===== src/rtl/conv_mac_sequencer.sv =====
// Window sequencer for the signed 8-bit MAC: issues pixel/weight reads, gates operands, latches the sum.
// Optional CONV_SEQ_RELU_EN: clamp negative window sums to zero at capture.
module conv_mac_sequencer #(
    parameter int KSIZE   = 3,
    parameter int IMG_W   = 16,
    parameter int ADDR_W  = 8,
    parameter int ACC_LAT = 2
) (
    input  logic              Clk,
    input  logic              Reset,
    input  logic              Start,
    input  logic [ADDR_W-1:0] Base,
    output logic              Busy,
    output logic [ADDR_W-1:0] PixAddr,
    output logic [3:0]        WgtAddr,
    input  logic [7:0]        PixData,
    input  logic [7:0]        WgtData,
    output logic [7:0]        MacX,
    output logic [7:0]        MacY,
    output logic              AccumReset,
    input  logic [31:0]       AccIn,
    output logic [31:0]       Result,
    output logic              ResultValid,
    input  logic              ResultReady
);
    localparam int KW = (KSIZE > 1) ? $clog2(KSIZE) : 1;
    localparam int LW = (ACC_LAT > 1) ? $clog2(ACC_LAT) : 1;
    localparam logic [ADDR_W-1:0] Pitch = ADDR_W'(IMG_W);
    localparam logic [KW-1:0] LastIdx = KW'(KSIZE - 1);
    localparam logic [LW-1:0] LastLat = LW'(ACC_LAT - 1);

    typedef enum logic [2:0] {Idle, Clear, Fetch, Drain, Done} state_t;

    state_t            state;
    logic [ADDR_W-1:0] rowBase;
    logic [KW-1:0]     row;
    logic [KW-1:0]     col;
    logic [LW-1:0]     drainCnt;
    logic              tapVld;
    logic [31:0]       capVal;

`ifdef CONV_SEQ_RELU_EN
    assign capVal = AccIn[31] ? 32'd0 : AccIn;
`else
    assign capVal = AccIn;
`endif

    assign Busy        = (state != Idle);
    assign AccumReset  = (state == Clear);
    assign ResultValid = (state == Done);
    assign MacX        = tapVld ? PixData : 8'd0;
    assign MacY        = tapVld ? WgtData : 8'd0;

    always_ff @(posedge Clk or posedge Reset) begin
        if (Reset) begin
            state    <= Idle;
            rowBase  <= '0;
            row      <= '0;
            col      <= '0;
            drainCnt <= '0;
            tapVld   <= 1'b0;
            PixAddr  <= '0;
            WgtAddr  <= '0;
            Result   <= '0;
        end else begin
            // Memory read latency is one cycle, so operands trail the address by one.
            tapVld <= (state == Fetch);
            unique case (state)
                Idle: begin
                    if (Start) begin
                        rowBase <= Base;
                        row     <= '0;
                        col     <= '0;
                        state   <= Clear;
                    end
                end
                Clear: begin
                    PixAddr <= rowBase;
                    WgtAddr <= '0;
                    row     <= '0;
                    col     <= '0;
                    state   <= Fetch;
                end
                Fetch: begin
                    if (row == LastIdx && col == LastIdx) begin
                        drainCnt <= '0;
                        state    <= Drain;
                    end else begin
                        WgtAddr <= WgtAddr + 4'd1;
                        if (col == LastIdx) begin
                            col     <= '0;
                            row     <= row + KW'(1);
                            rowBase <= rowBase + Pitch;
                            PixAddr <= rowBase + Pitch;
                        end else begin
                            col     <= col + KW'(1);
                            PixAddr <= PixAddr + ADDR_W'(1);
                        end
                    end
                end
                Drain: begin
                    if (drainCnt == LastLat) begin
                        Result <= capVal;
                        state  <= Done;
                    end else begin
                        drainCnt <= drainCnt + LW'(1);
                    end
                end
                Done: begin
                    if (ResultReady) state <= Idle;
                end
                default: state <= Idle;
            endcase
        end
    end
endmodule


===== config.mk =====
export PLATFORM = sky130hd
export DESIGN_NAME = conv_mac_sequencer
export DESIGN_NICKNAME = d
export VERILOG_FILES = /design/src/rtl/conv_mac_sequencer.sv
export SDC_FILE = /design/constraint.sdc
export NUM_CORES = 1
export LEC_CHECK = 0
export CELL_PAD_IN_SITES_DETAIL_PLACEMENT = 1
export CELL_PAD_IN_SITES_GLOBAL_PLACEMENT = 2
export CORE_MARGIN = 5
export CORE_UTILIZATION = 38
export DETAILED_ROUTE_END_ITERATION = 7
export DONT_BUFFER_PORTS = 1
export MAX_ROUTING_LAYER = met4
export PLACE_DENSITY_LB_ADDON = 0.1
export SLEW_MARGIN = 20
export SYNTH_ARGS = -nofsm -noshare
export SYNTH_HDL_FRONTEND = slang
export SYNTH_SLANG_ARGS = --single-unit
export TNS_END_PERCENT = 5

===== constraint.sdc =====
create_clock -name Clk -period 1.8 [get_ports Clk]
set_input_delay 0 -clock Clk [delete_from_list [all_inputs] [get_ports Clk]]
set_output_delay 0 -clock Clk [all_outputs]
set_load 0.01 [all_outputs]

==> metrics.md <==
| Metric | Value |
|---|---|
| Synth area leaders | `dfrtp_1 (50%), mux2_2 (11%), and2_1 (3.3%)` |
| Clk pin slew, worst setup/hold paths | `~0.080 ns` |
| Final period utilization | `91.7%` |
| Clock group share of total power | `18.9%` |
| Worst path max stage delay | `0.44 ns` |
| Filler Cell Count | `809` |
| Simple-Gate Fraction of Synth Area | `16.5%` |
| # rows | `32` |
| Synth cell types | `54` |
| Crit path time final | `1.65 ns` |
| Area Growth Syn to Fin | `28.7%` |
| Placed Instances | `about 370` |
| Post-route setup TNS | `0 ns` |
| R2R cell count | `6` |
| Setup violators final | `0` |
| Num CTS Buffers | `9` |
| Routed via count | `2235` |
| Switching share of power | `41.1%` |
| Drt pass-1 iters | `4` |
| Fin. max-slew vios | `0` |
| NetSw | `a little over 3 mW` |
| GRT Util Overall | `17.7%` |
| Post-Syn Area | `3030 um2` |
| Mux share of post-synthesis cell area | `14.7%` |
| First-pass GRT wire length | `13300 um` |
| Hold path start | `Start` |
| Post-synthesis xor/xnor area fraction | `0.868%` |
| Initial antenna violation count | `0` |
| Crit-path slowest cell | `nor4b_2` |
| H-tree levels | `3` |
| Hpwl dp | `5550 um` |
| Largest net degree at the start of global routing | `40` |
| WHS Path Cells | `3` |
| Reg area | `1530 um2` |
| Outcome | `completed` |
| Relative slew margins | `a little over three fifths` |
| Gpl congestion | `around 0.7` |
| CTS Buffer Depth | `2` |
| Vias/cell | `5.22` |
| TritonCTS clock tree | `done` |
| FF-to-FF End | `rowBase[7]` |
| Post-DP Area | `3230 um2` |
| Fmax | `just over 0.6 GHz` |
| Post-synth top area cell | `dfrtp_1` |
| Port buffer count | `0` |
| Power per cell area | `approximately 1900 nW/um2` |
| Wire length per cell | `19.2 um` |
| Slew @ Worst Pin | `between 0.5 and 0.6 ns` |
| Adder-cell share of the synthesized area | `1.65%` |
| Async S/R FF share, synth | `100%` |
| DRC Markers | `0` |
| R2R Setup Slk | `0.15 ns` |
| Buf+Inv Stages, Crit Path | `1` |
| Combinational family with the most area after synthesis | `simple AND/OR/NAND/NOR gates` |
| Crit Path Category | `flop to flop` |
| Area of the multi-input gates | `1370 um2` |
| Worst hold slack | `0.0650 ns` |
| Share of power burned in registers | `37.9%` |
| Crit path capture | `rowBase[7]` |
| DRT antenna net count | `0` |
| Critical path arrival | `~1.9 ns` |
| WP data required | `2.01 ns` |
| Startpoint types | `flop` |
| Synth top area share | `about 50%` |
| Clk sinks | `61` |
| Die W | `99.2 um` |
| Top Family by Delay on Critical Path | `compound AO/OA/AOI/OAI gates` |
| RSZ-0062 raised after global routing | `false` |
| Layout cells sized above 1 | `24.5%` |
| Gate power share | `43.2%` |
| Die height | `99.2 um` |
| Leak | `1.66 nW` |
| Number of diodes | `0` |
| Worst IR drop on VDD | `between 0.7 and 0.8 mV` |
| Synthesized flop and latch total | `61` |
| Hold crit path type | `primary input to flop` |
| CP Cell Sequence | `inv_1, ha_1, nor4b_2, o22ai_4, a21oi_1, o22ai_1` |
| Final instance area | `3890 um2` |
| Mapped Nets | `approximately 330` |
| CP Capture Type | `flop` |
| Syn Area/Cell | `11.6 um2` |
| Die Area | `9850 um2` |
| Remaining Overflow, GRT | `0` |
| MaxCap Viol Count | `0` |
| Clock root buffer | `clkbuf_8` |
| Hold Violations, Final | `0` |
| DRT Wirelength | `8240 um` |
| DRT iter0 DRCs | `69` |
| Mapped Cells | `around 260` |
| Worst skew pair latency | `roughly 0.34 ns` |
| Stages on worst setup path | `6` |
| # IOs | `roughly 120` |
| Post-synth EDFFs | `0` |
| Core Region | `7730 um2` |
| Compound-cell area share of the yosys netlist | `11.6%` |
| Ys flop type | `dfrtp_1` |
| Number of global-route vias before repair | `2471` |
| Yosys warns | `0` |
| Post-route clock skew | `around 0.015 ns` |
| Post-Layout Cell Count | `428` |
| Internal Power | `between 4 and 5 mW` |
| Crit Path Max Fanout | `7` |
| Buffer count from post-CTS setup fixing | `0` |
| Sequential share of the synthesized area | `between 50% and 60%` |
| R2R Path Start | `row[0]` |
| Final nets | `385` |
| Critical path origin | `row[0]` |
| Starting Density | `39.2%` |
-- power by group through the flow --
stage	Clock [mW]	Combinational [mW]	Sequential (mW)
after floorplan	0	2.45	2.72
after global placement	0	3.14	2.86
after detailed placement	0	3.20	2.87
after CTS	1.46	3.27	2.85
after global routing	1.53	3.61	2.97
final	1.42	3.24	2.85
-- worst min-delay path, delay by kind of cell --
kind / cells / cell delay, ns
AO/OA/AOI/OAI: 3 / 0.36
-- per-layer routing --
metal  vias to the layer above  wire length, um  global-route usage (%)
met5                         -                0                       -
met4                         0               57                    5.99
met3                         6              629                    5.12
met2                        80             4160                    28.9
met1                      1093             3390                    20.9
li1                       1056                -                       -
-- cells by family (layout without fill, tap and decap cells) --
family | count (synthesis) | after routing
simple gates | 80 | 80
flops | 61 | 61
compound gates | 51 | 51
mux | 40 | 40
buf+inv | 22 | 87
fa+ha+maj | 4 | 4
xor+xnor | 3 | 3
-- per-stage QoR --
step / setup WS (ns) / utilization, % / total power [mW]
after floorplan: 0.236 / - / 5.18
after global placement: 0.166 / 41.8 / 5.99
after detailed placement: 0.134 / 41.8 / 6.07
after CTS: 0.132 / 50.4 / 7.58
after global routing: 0.0221 / 50.4 / 8.11
final: 0.149 / 50.4 / 7.52
-- Yosys cell counts (all sizes together), types with 3 or more instances --
master / instances
a21oi: 16
a31oi: 3
and2: 16
and3: 3
buf: 10
clkbuf: 3
dfrtp: 61
ha: 4
inv: 8
mux2: 36
mux2i: 4
nand2: 16
nand3: 8
nand4: 3
nor2: 11
nor3: 7
o21a: 4
o21ai: 15
-- cell usage in the layout, fill, tap and decap left out, types with 3 or more instances in the layout --
master         count
dlygate4sd3_1     43
ha_1               4
o21ai_0            7
and3_1             3
nor2_1            10
o21ai_1            8
o21a_1             4
nand3_1            7
mux2i_1            4
nor3_1             5
nand2_1           14
mux2_1             7
mux2_2            29
clkbuf_8          10
nand4_1            3
a31oi_1            3
inv_1              7
dfrtp_1           61
and2_1            16
buf_4             17
a21oi_1           15
-- timing repair --
action	in CTS	in global routing
resized for setup	0	0
hold buffers	43	0
endpoints found under the hold margin	64	0
-- worst min-delay path by stage --
stage                      end  slack (ns)
floorplan             state[2]        0.11
global placement    Result[27]       -0.05
detailed placement  Result[27]       -0.04
CTS                     row[1]        0.06
global route            row[1]        0.10
finish                  row[1]        0.07
-- registers in the layout, summed over array words and instances, names as in the netlist --
name	cells
row	2
Result	32
rowBase	8
WgtAddr	4
state	3
col	2
drainCnt	1
PixAddr	8
tapVld	1
-- area by class of cell --
| cell class | instances | share of cell area, % |
|---|---|---|
| clock inverter | 6 | 2.38 |
| inverter | 9 | 0.996 |
| tap | 102 | 3.28 |
| multi-input combinational | 178 | 35.2 |
| timing repair buffer | 62 | 15.4 |
| sequential | 61 | 39.2 |
| clock buffer | 10 | 3.54 |
Power figures use the tool's default switching activity.
